==> src/rtl/spi_cmd_arbiter.sv <==
// rtl/spi_cmd_arbiter.sv - round-robin arbiter sharing one toggle-handshake SPI master
// One transfer in flight at a time; the ack toggle crosses in through a 2-flop synchronizer.
module spi_cmd_arbiter #(
  parameter int TRAN_WIDTH     = 24,
  parameter int N_REQ          = 4,
  parameter int TIMEOUT_CYCLES = 4096
) (
  input  logic                        c_clk_100m,
  input  logic                        i_rst,
  input  logic [N_REQ-1:0]            i_Req,
  input  logic [N_REQ*TRAN_WIDTH-1:0] i_Req_Data,
  output logic [N_REQ-1:0]            o_Done,
  output logic [TRAN_WIDTH-1:0]       o_Rx_Data,
  output logic                        o_Busy,
  output logic                        o_Timeout_Err,
  output logic                        o_SPI_Send_Sync,
  output logic [TRAN_WIDTH-1:0]       o_SPI_Send_Data,
  input  logic                        i_SPI_Send_Over_ack,
  input  logic [TRAN_WIDTH-1:0]       i_SPI_Receive_Data
);

  localparam int IDX_W = $clog2(N_REQ);
  localparam int CNT_W = $clog2(TIMEOUT_CYCLES + 1);
  localparam logic [IDX_W-1:0] IDX_LAST = IDX_W'(N_REQ - 1);
  localparam logic [CNT_W-1:0] CNT_LAST = CNT_W'(TIMEOUT_CYCLES - 1);

  typedef enum logic [2:0] {
    IDLE,
    ARB,
    LAUNCH,
    WAIT_ACK,
    DONE
  } state_t;

  state_t                 state;
  logic                   ack_meta;
  logic                   ack_s;
  logic                   ack_last;
  logic                   ack_event;
  logic [IDX_W-1:0]       last_idx;
  logic [IDX_W-1:0]       cur_idx;
  logic [IDX_W-1:0]       grant_idx;
  logic [IDX_W-1:0]       scan_idx;
  logic                   grant_valid;
  logic [TRAN_WIDTH-1:0]  cur_word;
  logic [CNT_W-1:0]       wait_cnt;
  logic [TRAN_WIDTH-1:0]  req_words [N_REQ];

  for (genvar k = 0; k < N_REQ; k++) begin : g_words
    assign req_words[k] = i_Req_Data[k*TRAN_WIDTH +: TRAN_WIDTH];
  end

  always_ff @(posedge c_clk_100m) begin
    ack_meta <= i_SPI_Send_Over_ack;
    ack_s    <= ack_meta;
  end

  assign ack_event = (ack_s != ack_last);

  // Scan upward from the requester after the last one served; first hit wins.
  always_comb begin
    grant_valid = 1'b0;
    grant_idx   = '0;
    scan_idx    = last_idx;
    for (int i = 0; i < N_REQ; i++) begin
      scan_idx = (scan_idx == IDX_LAST) ? '0 : scan_idx + 1'b1;
      if (!grant_valid && i_Req[scan_idx]) begin
        grant_valid = 1'b1;
        grant_idx   = scan_idx;
      end
    end
  end

  always_ff @(posedge c_clk_100m) begin
    if (i_rst) begin
      state           <= IDLE;
      last_idx        <= IDX_LAST;
      cur_idx         <= '0;
      cur_word        <= '0;
      wait_cnt        <= '0;
      ack_last        <= ack_s;
      o_Done          <= '0;
      o_Rx_Data       <= '0;
      o_Busy          <= 1'b0;
      o_Timeout_Err   <= 1'b0;
      o_SPI_Send_Sync <= 1'b0;
      o_SPI_Send_Data <= '0;
    end else begin
      o_Done        <= '0;
      o_Timeout_Err <= 1'b0;
      case (state)
        IDLE: begin
          ack_last <= ack_s;
          if (|i_Req) begin
            state  <= ARB;
            o_Busy <= 1'b1;
          end
        end
        ARB: begin
          if (grant_valid) begin
            cur_idx  <= grant_idx;
            cur_word <= req_words[grant_idx];
            state    <= LAUNCH;
          end else begin
            state  <= IDLE;
            o_Busy <= 1'b0;
          end
        end
        LAUNCH: begin
          o_SPI_Send_Data <= cur_word;
          o_SPI_Send_Sync <= ~o_SPI_Send_Sync;
          wait_cnt        <= '0;
          state           <= WAIT_ACK;
        end
        WAIT_ACK: begin
          if (ack_event) begin
            o_Rx_Data <= i_SPI_Receive_Data;
            ack_last  <= ack_s;
            state     <= DONE;
          end else if (wait_cnt == CNT_LAST) begin
            o_Timeout_Err <= 1'b1;
            last_idx      <= cur_idx;
            state         <= IDLE;
            o_Busy        <= 1'b0;
          end else begin
            wait_cnt <= wait_cnt + 1'b1;
          end
        end
        DONE: begin
          o_Done   <= N_REQ'(1) << cur_idx;
          last_idx <= cur_idx;
          state    <= IDLE;
          o_Busy   <= 1'b0;
        end
        default: begin
          state  <= IDLE;
          o_Busy <= 1'b0;
        end
      endcase
    end
  end

endmodule

==> config.mk <==
export PLATFORM = sky130hd
export DESIGN_NAME = spi_cmd_arbiter
export DESIGN_NICKNAME = d
export VERILOG_FILES = /design/src/rtl/spi_cmd_arbiter.sv
export SDC_FILE = /design/constraint.sdc
export NUM_CORES = 1
export LEC_CHECK = 0
export BUFFER_PORTS_ARGS = -buffer_cell sky130_fd_sc_hd__buf_2
export CORE_UTILIZATION = 50
export DETAILED_ROUTE_END_ITERATION = 10
export PLACE_DENSITY = 0.82
export SLEW_MARGIN = 20
export SYNTH_ARGS = -nofsm -noshare
export SYNTH_HDL_FRONTEND = slang
export SYNTH_SLANG_ARGS = --single-unit
==> constraint.sdc <==
create_clock -name c_clk_100m -period 3 [get_ports c_clk_100m]
set_input_delay 0.6 -clock c_clk_100m [delete_from_list [all_inputs] [get_ports c_clk_100m]]
set_output_delay 0.6 -clock c_clk_100m [all_outputs]
set_load 0.02 [all_outputs]
Yosys cells after proc, flatten, opt, wreduce, memory -nomap -nowiden
Index checks and enable logic that the tools add are counted.
{ "word_totals": {"mem_count": 0, "latch_bits": 0, "word_cells": 110, "reg_bits": 102, "output_inout_bits": 55, "rom_bits": 0, "mem_bits_rw": 0, "input_bits": 127} }
{ "op_classes": {"n_eq_ne": 17, "shift": 1, "reduce_logical": 20, "mux": 43, "bitwise_logic": 5, "order_cmp": 5, "multipliers": 0, "add_sub_neg": 5, "div_mod_pow": 0} }
{ "op_table": {"columns": ["operator", "n"], "rows": [
  ["binary-select mux 24 bit (select 2 bit)", 1],
  ["2-to-1 mux 24 bit", 2],
  ["2-to-1 mux 13 bit", 2],
  ["one-hot mux 13 bit (2 select lines)", 1],
  ["2-to-1 mux 2 bit", 11],
  ["2-to-1 mux 1 bit", 15],
  ["adder 13 x 1 -> 13 bit (second input constant)", 1],
  ["equality test 13 x 12 -> 1 bit (second input constant)", 1],
  ["less-than comparator 2 x 3 -> 1 bit (second input constant)", 4],
  ["one-hot mux 3 bit (4 select lines)", 1],
  ["!= test 2 bit (second input constant)", 5],
  ["2-to-1 mux 3 bit", 3],
  ["adder 2 x 1 -> 2 bit (second input constant)", 4],
  ["binary-select mux 1 bit (select 2 bit)", 4],
  ["equality test 2 bit (second input constant)", 4],
  ["AND reduction 2 bit", 4],
  ["equality test 3 x 2 -> 1 bit (second input constant)", 2],
  ["!= test 3 bit (second input constant)", 2],
  ["AND reduction 3 bit", 2],
  ["AND reduction 5 bit", 1],
  ["NOT 1 bit", 4],
  ["one-hot mux 1 bit (4 select lines)", 1],
  ["one-hot mux 2 bit (2 select lines)", 1],
  ["nonzero test 2 bit", 2],
  ["other kinds (14)", 18]
]} }

Longest topological paths before layout
Gate-level depths: netlist (run 1).
{ "depth": {"word_depth": 18, "mapped_depth": 9, "ltp_nobuf": 7} }

Worst setup path before layout (run 1)
No wires, ideal clock.
{ "synth_timing": {"kind": "register to register", "startpoint": "reg last_idx[0]", "endpoint": "reg cur_word[15]", "setup_time_ps": 79, "stages_incl_launch_ff": 9, "setup_slack_ps": 970, "synth_period_minus_slack_ps": 2030, "path_buffers": 1, "required_ps": 2921, "arrival_time_ps": 1951, "path_cell_list": "dfxtp_1 > ha_1 > nand2b_1 > a21oi_1 > a31oi_1 > o32a_4 > buf_6 > mux2_4 > a211oi_2"} }
{ "synth_via": {"elab_chain_len": 18, "word_cells_on_any_way": 39, "classes_between": "add/sub: 4; eq/ne: 4; mux: 23; bitwise: 1; reduce/logical: 7"} }
{ "synth_lines": {"columns": ["element", "line_no", "text"], "rows": [
  ["start: declaration", "40", "logic [IDX_W-1:0] last_idx;"],
  ["start signal: assignment", "122", "last_idx <= cur_idx;"],
  ["start signal: assignment", "131", "last_idx <= cur_idx;"],
  ["adder 2 x 1 -> 2 bit / equality test 2 bit (equally long branches)", "66", "scan_idx = (scan_idx == IDX_LAST) ? '0 : scan_idx + 1'b1;"],
  ["2-to-1 mux 2 bit *", "66", null],
  ["parallel branches: the longest is 16 deep, another holds adder 2 x 1 -> 2 bit", null, null],
  ["end signal: assignment", "102", "cur_word <= req_words[grant_idx];"],
  ["end: declaration", "45", "logic [TRAN_WIDTH-1:0] cur_word;"]
]} }
Every way passes the cells marked *. The select of a mux whose other input is x is not followed.
A chain may end at the register's enable or synchronous reset.

Worst setup path after layout (run 1)
{ "layout_timing": {"startpoint": "reg state[0]", "endpoint": "reg cur_word[0]"} }
{ "layout_via": {"elab_chain_len": 2} }
{ "layout_lines": {"columns": ["element", "line_no", "text"], "rows": [
  ["start: declaration", "35", "state_t state;"],
  ["start signal: assignment", "76", "state <= IDLE;"],
  ["start signal: assignment", "95", "state <= ARB;"],
  ["start signal: assignment", "103", "state <= LAUNCH;"],
  ["equality test 3 x 1 -> 1 bit", "91", "case (state)"],
  ["AND reduction 2 bit (no line)", null, null]
]} }
Every way passes these cells.

==> impl_results.rst, run 1 <==
.. list-table::
   :header-rows: 1

   * - Metric
     - Value
   * - Overall power of the completed layout
     - 0.00289 W
   * - Global-route wire length before repair
     - 19.0 mm
   * - Setup repair bufs after CTS
     - 0
   * - Width of the die
     - 101 µm
   * - Detailed Routing Iterations Pass 1
     - 4
   * - Unrepaired setup endpoints after global routing
     - no
   * - P&R area growth vs syn
     - 23.2%
   * - CTS Buf Count
     - 9
   * - Setup WS post-layout
     - approximately 0.39 ns
   * - Max-capacitance violation count
     - 0
   * - Number of nets in the finished design
     - 844
   * - Top fanout value on the critical path
     - 48
   * - Antenna Violating Nets Remaining
     - 0
   * - Starting utilization of the core area
     - 52.5%
   * - Cell type with the highest aggregate area in the netlist
     - sky130_fd_sc_hd__dfxtp_1
   * - DRC violation count after routing
     - 0
   * - Minimum period implied by the final worst setup slack
     - 2.61 ns
   * - Post-Route Setup TNS
     - 0 ns
   * - Count of yosys warnings during synthesis
     - 0
   * - Number of vias per cell
     - ~5.2
   * - Setup skew after layout
     - 0.00612 ns
   * - Worst hold path depth
     - 0
   * - Maximum number of pins on one net before global-route repair
     - about 50
   * - Leakage power
     - around 2.8 nW
   * - Resized Gates After CTS
     - 0
   * - Count of final hold-check violations
     - 0
   * - CTS root buf
     - sky130_fd_sc_hd__clkbuf_8
   * - Placer Congestion
     - 0.828
   * - Vias in the first global route
     - 4273
   * - Most area-consuming cells after synthesis
     - sky130_fd_sc_hd__dfxtp_1 (41%), sky130_fd_sc_hd__nand2_1 (8.5%), sky130_fd_sc_hd__mux2_4 (7.3%)
   * - Number of top-level pins
     - around 180
   * - FF-to-FF path depth
     - 6
   * - Clock tree from TritonCTS
     - built
   * - Crit start category
     - register
   * - Routed wirelength normalized by instance count
     - approximately 14 µm
   * - Clock transition at path regs
     - 0.10 ns
   * - Hold WC Path Type
     - reg -> reg
   * - Post-synth top area share
     - 41.1%
   * - Number of register bits inferred by synthesis
     - 102
   * - Clock buffer depth
     - 2
   * - Violation count after the first detailed-route iteration
     - 107
   * - Result of the run
     - finished, final reports clean
   * - Final period util
     - 87.1%
   * - Pwr/cell area
     - 477 mW/mm²
   * - Startpoint of the most critical register-to-register path
     - state[0]$_SDFFE_PP0P_
   * - Initial antenna violation count
     - 1
   * - Worst-skew pair later-pin latency
     - 0.35 ns
   * - Max rail drop VDD
     - 293 µV
   * - End point of the worst hold path
     - ack_s$_DFF_P_
   * - Number of levels the H-tree was split into
     - 3
   * - Number of buffers added on ports
     - between 150 and 200
   * - Main synth FF type
     - sky130_fd_sc_hd__dfxtp_1
   * - Share of synthesized area occupied by flip-flops and latches
     - about two fifths
   * - Critical Path Sink Type
     - register
   * - CTS Hold Buffers Added
     - 0
   * - Clock sink count
     - 102
   * - Ratio of cells with drive above 1 in the final layout
     - 37.6%
   * - Measured slew at the worst slew-check pin
     - 0.917 ns
   * - Setup violators final
     - 0
   * - Post-synth ARST share
     - 0%
   * - CP Data Arrival Time
     - approximately 2.8 ns
   * - Endpoint of the most critical register-to-register path
     - cur_word[0]$_SDFFE_PP0P_
   * - Mapped Cells
     - ~550
   * - R2R setup slack
     - 0.39 ns
   * - Drt total wl
     - 11.8 mm
   * - Total global-route track usage
     - 23.5%
   * - Syn avg cell area
     - 8.89 µm²
   * - Critical path data required time
     - ~3.2 ns
   * - Overflow after GRT
     - 0
   * - Start point of the worst hold path
     - ack_meta$_DFF_P_
   * - EDFF count, synth
     - 1
   * - Yosys cell types
     - 48
   * - Max-slew violations
     - 0
   * - Core Footprint
     - 0.00937 mm²
   * - Pre-CTS setup slack
     - 0.408 ns
   * - Chip Height
     - 101 µm
   * - Slew margin rel.
     - between 30% and 40%
   * - Area of the mapped netlist
     - approximately 0.005 mm²
   * - Path type of the worst setup path
     - reg -> reg
   * - Peak clock frequency supported by timing
     - around 0.38 GHz
   * - # diodes
     - 0
   * - HPWL after DPL
     - 8.81 mm
   * - Total via count after detailed routing
     - 4404
   * - DIE AREA
     - 0.0102 mm²
   * - Post-synth net total
     - 682
   * - Num rows
     - 35
   * - Start point of the critical path
     - state[0]$_SDFFE_PP0P_
## how the worst max path moves through the flow
stage	endpoint	slack [ns]
after global placement	cur_word[21]$_SDFFE_PP0P_	0.50
after global routing	cur_word[21]$_SDFFE_PP0P_	0.16
final	cur_word[0]$_SDFFE_PP0P_	0.39
after detailed placement	cur_word[0]$_SDFFE_PP0P_	0.41
after CTS	cur_word[0]$_SDFFE_PP0P_	0.37
after floorplan	cur_word[15]$_SDFFE_PP0P_	0.97
## layout make-up
class | instances | area [µm²]
inverters | 2 | 7.51
fillers | 824 | 3310
well taps | 129 | 161
flip-flops and latches | 102 | 2050
repair buffers | 189 | 978
clock inverters | 7 | 80.1
clock buffers | 9 | 124
multi-input cells | 411 | 2660
## cell usage after synthesis, drive strengths merged, types with 6 or more instances
| master | count |
|---|---|
| o21bai | 24 |
| xor2 | 7 |
| nor2 | 80 |
| mux2 | 25 |
| a211oi | 25 |
| nand2 | 113 |
| nand2b | 6 |
| dfxtp | 101 |
| mux2i | 25 |
| a21oi | 57 |
| buf | 17 |
| clkbuf | 21 |
## cell families after synthesis
kind of cell | count (synthesis) | share of synthesized area, %
adder cells (fa/ha/maj) | 2 | 0.509
AO/OA/AOI/OAI | 115 | 17.6
multiplexers | 50 | 12.6
buffers and inverters | 40 | 4.40
AND/OR/NAND/NOR | 232 | 21.0
XOR/XNOR | 12 | 2.14
flip-flops | 102 | 41.7
## layout by cell type, fill, tap and decap left out, types with 2 or more instances in the layout
| master | instances |
|---|---|
| sky130_fd_sc_hd__nand2b_1 | 6 |
| sky130_fd_sc_hd__dfxtp_1 | 101 |
| sky130_fd_sc_hd__a211o_1 | 2 |
| sky130_fd_sc_hd__xor2_1 | 7 |
| sky130_fd_sc_hd__nor2b_1 | 2 |
| sky130_fd_sc_hd__o21bai_1 | 24 |
| sky130_fd_sc_hd__nand3_1 | 3 |
| sky130_fd_sc_hd__nand3b_1 | 2 |
| sky130_fd_sc_hd__mux2_4 | 24 |
| sky130_fd_sc_hd__a21oi_1 | 57 |
| sky130_fd_sc_hd__nor2_2 | 10 |
| sky130_fd_sc_hd__clkbuf_8 | 9 |
| sky130_fd_sc_hd__nor3_1 | 5 |
| sky130_fd_sc_hd__and4_1 | 2 |
| sky130_fd_sc_hd__buf_2 | 181 |
| sky130_fd_sc_hd__a211oi_2 | 24 |
| sky130_fd_sc_hd__nand4_1 | 5 |
| sky130_fd_sc_hd__nand2_1 | 112 |
| sky130_fd_sc_hd__nor2_1 | 68 |
| sky130_fd_sc_hd__ha_1 | 2 |
| sky130_fd_sc_hd__and3_1 | 5 |
| sky130_fd_sc_hd__mux2i_1 | 25 |
| sky130_fd_sc_hd__buf_4 | 7 |
| sky130_fd_sc_hd__xnor2_1 | 5 |
| sky130_fd_sc_hd__inv_6 | 3 |
| sky130_fd_sc_hd__nor2_4 | 2 |
| sky130_fd_sc_hd__nor4_1 | 2 |
## power by group
group	internal [W]	switching, W
clock network	0.000399	0.000485
registers	0.00143	0.0000438
logic	0.000238	0.000298
## stage by stage
step | instance area (µm²) | hold WS (ns) | utilization (%) | instances
2_1_floorplan | 4920 | 0.310 | - | 553
3_3_place_gp | 5850 | 0.315 | 62.5 | 833
3_5_place_dp | 5850 | 0.321 | 62.5 | 833
4_1_cts | 6060 | 0.330 | 64.6 | 849
5_1_grt | 6060 | 0.329 | 64.6 | 849
6_report | 6060 | 0.341 | 64.6 | 849
## state kept, by name, summed over array words and instances, names as in the netlist, 2 cells and up
signal / flops
state: 3
last_idx: 2
wait_cnt: 13
o_Rx_Data: 24
o_Done: 4
cur_idx: 2
o_SPI_Send_Data: 24
cur_word: 24
## metal layers
metal	vias up	track usage, %	routed length (µm)
met4	2	9.03	270
li1	2202	-	-
met3	26	5.94	643
met2	132	42.3	6040
met5	-	0	10
met1	2042	26.7	4860
## worst max-delay path, cell delays in order, from the launching register on
cell,delay (ns)
sky130_fd_sc_hd__dfxtp_1,0.46
sky130_fd_sc_hd__or3b_1,0.47
sky130_fd_sc_hd__nor2_4,0.58
sky130_fd_sc_hd__nand2_4,0.47
sky130_fd_sc_hd__nor2_1,0.24
sky130_fd_sc_hd__mux2_4,0.19
sky130_fd_sc_hd__a211oi_2,0.04
Power figures use the tool's default switching activity.
==> run 2, diff against run 1 <==
--- a/config.mk
+++ b/config.mk
@@ -6,9 +6,9 @@
 export NUM_CORES = 1
 export LEC_CHECK = 0
 export BUFFER_PORTS_ARGS = -buffer_cell sky130_fd_sc_hd__buf_2
-export CORE_UTILIZATION = 50
+export CORE_UTILIZATION = 45
 export DETAILED_ROUTE_END_ITERATION = 10
-export PLACE_DENSITY = 0.82
+export PLACE_DENSITY = 0.78
 export SLEW_MARGIN = 20
 export SYNTH_ARGS = -nofsm -noshare
 export SYNTH_HDL_FRONTEND = slang
==> constraint.sdc (replaced) <==
create_clock -name c_clk_100m -period 2.2 [get_ports c_clk_100m]
set_input_delay 0.44 -clock c_clk_100m [delete_from_list [all_inputs] [get_ports c_clk_100m]]
set_output_delay 0.44 -clock c_clk_100m [all_outputs]
set_load 0.02 [all_outputs]
==> run 2 against run 1 <==
  * Sequential cell count unchanged
  * Routed wire length up 7.3%
  * Combinational power up 55%
  * Clock-buffer cell count up 3
  * Via count up 2.6%
  * Clock power up 55%
  * First-iteration DRC count up 93%
  * Register-to-register slack worse by 0.32 ns
  * Die area up 11%
  * Clock skew up 0.014 ns
  * Cell count up 2.9%
  * Largest cell class unchanged
  * Utilization down 3.2 points
==> impl_results.rst, run 2 (synthesized netlist as in run 1, its figures left out) <==
.. list-table::
   :header-rows: 1

   * - Metric
     - Value
   * - Area of all placed cells without fillers
     - 0.00643 mm² (+6.2%)
   * - Number of vias per cell
     - 5.17 (-0.35%)
   * - Core Footprint
     - 0.0105 mm² (+12%)
   * - Clock tree from TritonCTS
     - built
   * - DRC violation count after routing
     - 0 (unchanged)
   * - Final period util
     - 97.1% (+9.9 points)
   * - Clock transition at path regs
     - 0.10 ns (about the same)
   * - Non-Filler Instances
     - 874 (+2.9%)
   * - Worst-skew pair later-pin latency
     - 0.36 ns (about the same)
   * - Number of buffers added on ports
     - 181 (unchanged)
   * - Most frequent cells in the layout
     - sky130_fd_sc_hd__buf_2 (181), sky130_fd_sc_hd__nand2_1 (112), sky130_fd_sc_hd__dfxtp_1 (101)
   * - Max-capacitance violation count
     - 0 (unchanged)
   * - Width of the die
     - 107 µm (+5.3%)
   * - Vias in the first global route
     - 4185 (-2.1%)
   * - Worst hold path depth
     - 1 (+1)
   * - Pre-CTS setup slack
     - -0.0534 ns (-0.462 ns)
   * - Clock sink count
     - 102 (unchanged)
   * - Cells traversed along the worst timing path
     - ha_4, nand2b_4, a21oi_2, a31oi_2, o32a_4, clkbuf_16, mux2_4, a211oi_2
   * - P&R area growth vs syn
     - 30.8%
   * - Placer Congestion
     - 0.812 (-1.9%)
   * - Number of levels the H-tree was split into
     - 3 (unchanged)
   * - Number of nets in the finished design
     - 862 (+2.1%)
   * - Startpoint of the most critical register-to-register path
     - last_idx[1]$_SDFFE_PP1P_
   * - Path type of the worst setup path
     - reg -> reg
   * - Drt total wl
     - 12.7 mm (+7.3%)
   * - Total via count after detailed routing
     - 4518 (+2.6%)
   * - Initial antenna violation count
     - 0 (-1)
   * - Total global-route track usage
     - 21.4% (-2.2 points)
   * - Critical path data required time
     - 2.48 ns (-0.73 ns)
   * - Chip Height
     - 107 µm (+5.3%)
   * - Detailed Routing Iterations Pass 1
     - 6 (+2)
   * - Max-slew violations
     - 0 (unchanged)
   * - CTS Buf Count
     - 9 (unchanged)
   * - Endpoint of the most critical register-to-register path
     - cur_word[8]$_SDFFE_PP0P_
   * - End point of the worst hold path
     - ack_meta$_DFF_P_
   * - Cell total after placement
     - 850 (+2.0%)
   * - Peak clock frequency supported by timing
     - 0.468 GHz (+22%)
   * - Starting utilization of the core area
     - 47.0% (-5.5 points)
   * - DIE AREA
     - 0.0114 mm² (+11%)
   * - Global-route wire length before repair
     - 19.3 mm (+1.5%)
   * - Critical Path Sink Type
     - register
   * - Setup violators final
     - 0 (unchanged)
   * - Slew margin rel.
     - 63.5% (+25 points)
   * - HPWL after DPL
     - 8.92 mm (+1.2%)
   * - Stages on the worst setup path
     - 8 (+2)
   * - Cell area reported after detailed placement
     - 0.00596 mm² (+1.9%)
   * - Measured slew at the worst slew-check pin
     - 0.544 ns (-0.373 ns)
   * - Leakage power
     - 2.95 nW (+5.4%)
   * - Overflow after GRT
     - 0 (unchanged)
   * - Delay-heaviest family, CP
     - compound AO/OA/AOI/OAI gates
   * - FF-to-FF path depth
     - 8 (+2)
   * - # diodes
     - 0 (unchanged)
   * - Setup skew after layout
     - 0.0199 ns (+0.0137 ns)
   * - Violation count after the first detailed-route iteration
     - 207 (+93%)
   * - Start point of the worst hold path
     - i_SPI_Send_Over_ack
   * - Crit start category
     - register
   * - Highest-delay cell along the critical path
     - sky130_fd_sc_hd__o32a_4
   * - Pwr/cell area
     - 654 mW/mm² (+37%)
   * - Number of top-level pins
     - 182 (unchanged)
   * - Maximum number of pins on one net before global-route repair
     - 36 (-27%)
   * - Most common cell after layout, fill and taps aside
     - sky130_fd_sc_hd__buf_2
   * - Clock buffer depth
     - 2 (unchanged)
   * - Count of final hold-check violations
     - 0 (unchanged)
   * - CP Data Arrival Time
     - 2.42 ns (-0.40 ns)
   * - Setup WS post-layout
     - 0.0645 ns (-0.322 ns)
   * - Num rows
     - 37 (+5.7%)
   * - Routed wirelength normalized by instance count
     - 14.5 µm (+4.3%)
   * - Hold WC Path Type
     - in -> reg
   * - Largest registers in the final layout
     - cur_word (24), o_Rx_Data (24), o_SPI_Send_Data (24)
   * - CP peak stage delay
     - 0.42 ns (-0.16 ns)
   * - CTS root buf
     - sky130_fd_sc_hd__clkbuf_8
   * - Result of the run
     - finished, final reports clean
   * - Unrepaired setup endpoints after global routing
     - no
   * - Post-Route Setup TNS
     - 0 ns (unchanged)
   * - Minimum period implied by the final worst setup slack
     - 2.14 ns (-0.478 ns)
   * - R2R setup slack
     - 0.06 ns (-0.32 ns)
   * - Top fanout value on the critical path
     - 5 (-90%)
   * - Ratio of cells with drive above 1 in the final layout
     - 40.2% (+2.6 points)
   * - Max rail drop VDD
     - 396 µV (+35%)
   * - Antenna Violating Nets Remaining
     - 0 (unchanged)
   * - Total buffers and inverters traversed by the critical path
     - 1 (+1)
[run 2: how the worst max path moves through the flow]
stage                                endpoint                      from  slack (ns)
finish               cur_word[8]$_SDFFE_PP0P_  last_idx[1]$_SDFFE_PP1P_        0.06
floorplan           cur_word[15]$_SDFFE_PP0P_  last_idx[0]$_SDFFE_PP1P_        0.17
CTS                  cur_word[3]$_SDFFE_PP0P_  last_idx[0]$_SDFFE_PP1P_        0.02
global placement    cur_word[12]$_SDFFE_PP0P_  last_idx[0]$_SDFFE_PP1P_        0.03
detailed placement   cur_word[3]$_SDFFE_PP0P_  last_idx[0]$_SDFFE_PP1P_       -0.05
global route        cur_word[20]$_SDFFE_PP0P_  last_idx[1]$_SDFFE_PP1P_       0.003
[run 2: report_power, final]
group | internal [W] | switching [W] | leakage [nW]
registers | 0.00195 | 0.0000609 | 0.831
clock network | 0.000745 | 0.000625 | 0.122
logic | 0.000387 | 0.000441 | 1.99
total | 0.00308 | 0.00113 | 2.95
[run 2: layout make-up]
type,count,area (µm²)
fill,926,4030
tap,136,170
clock buffer,12,166
clock inverter,4,73.8
sequential,102,2050
timing repair buffer,205,1190
multi-input combinational,413,2770
inverter,2,7.51
[run 2: per-stage QoR]
stage	hold WS [ns]	power [W]	utilization, %
final	0.185	0.00420	61.5
after detailed placement	0.316	0.00281	57.0
after CTS	0.173	0.00418	59.7
after global placement	0.317	0.00279	57.0
after global routing	0.168	0.00438	61.5
after floorplan	0.310	0.00255	-
[run 2: metal layers]
metal  up-vias  wire, µm  track usage, %
met5         -         0               0
met4         0       160            7.14
met3        14       836            4.84
met2       152      6390            38.1
met1      2104      5300            25.1
li1       2248         -               -
[run 2: repair_timing]
action / CTS / global route
gates resized for setup: 4 / 13
setup endpoints to repair: 25 / 24
hold buffers: 0 / 0
buffers inserted: 2 / 0
pin swaps: 2 / 4
cloned: 1 / 5
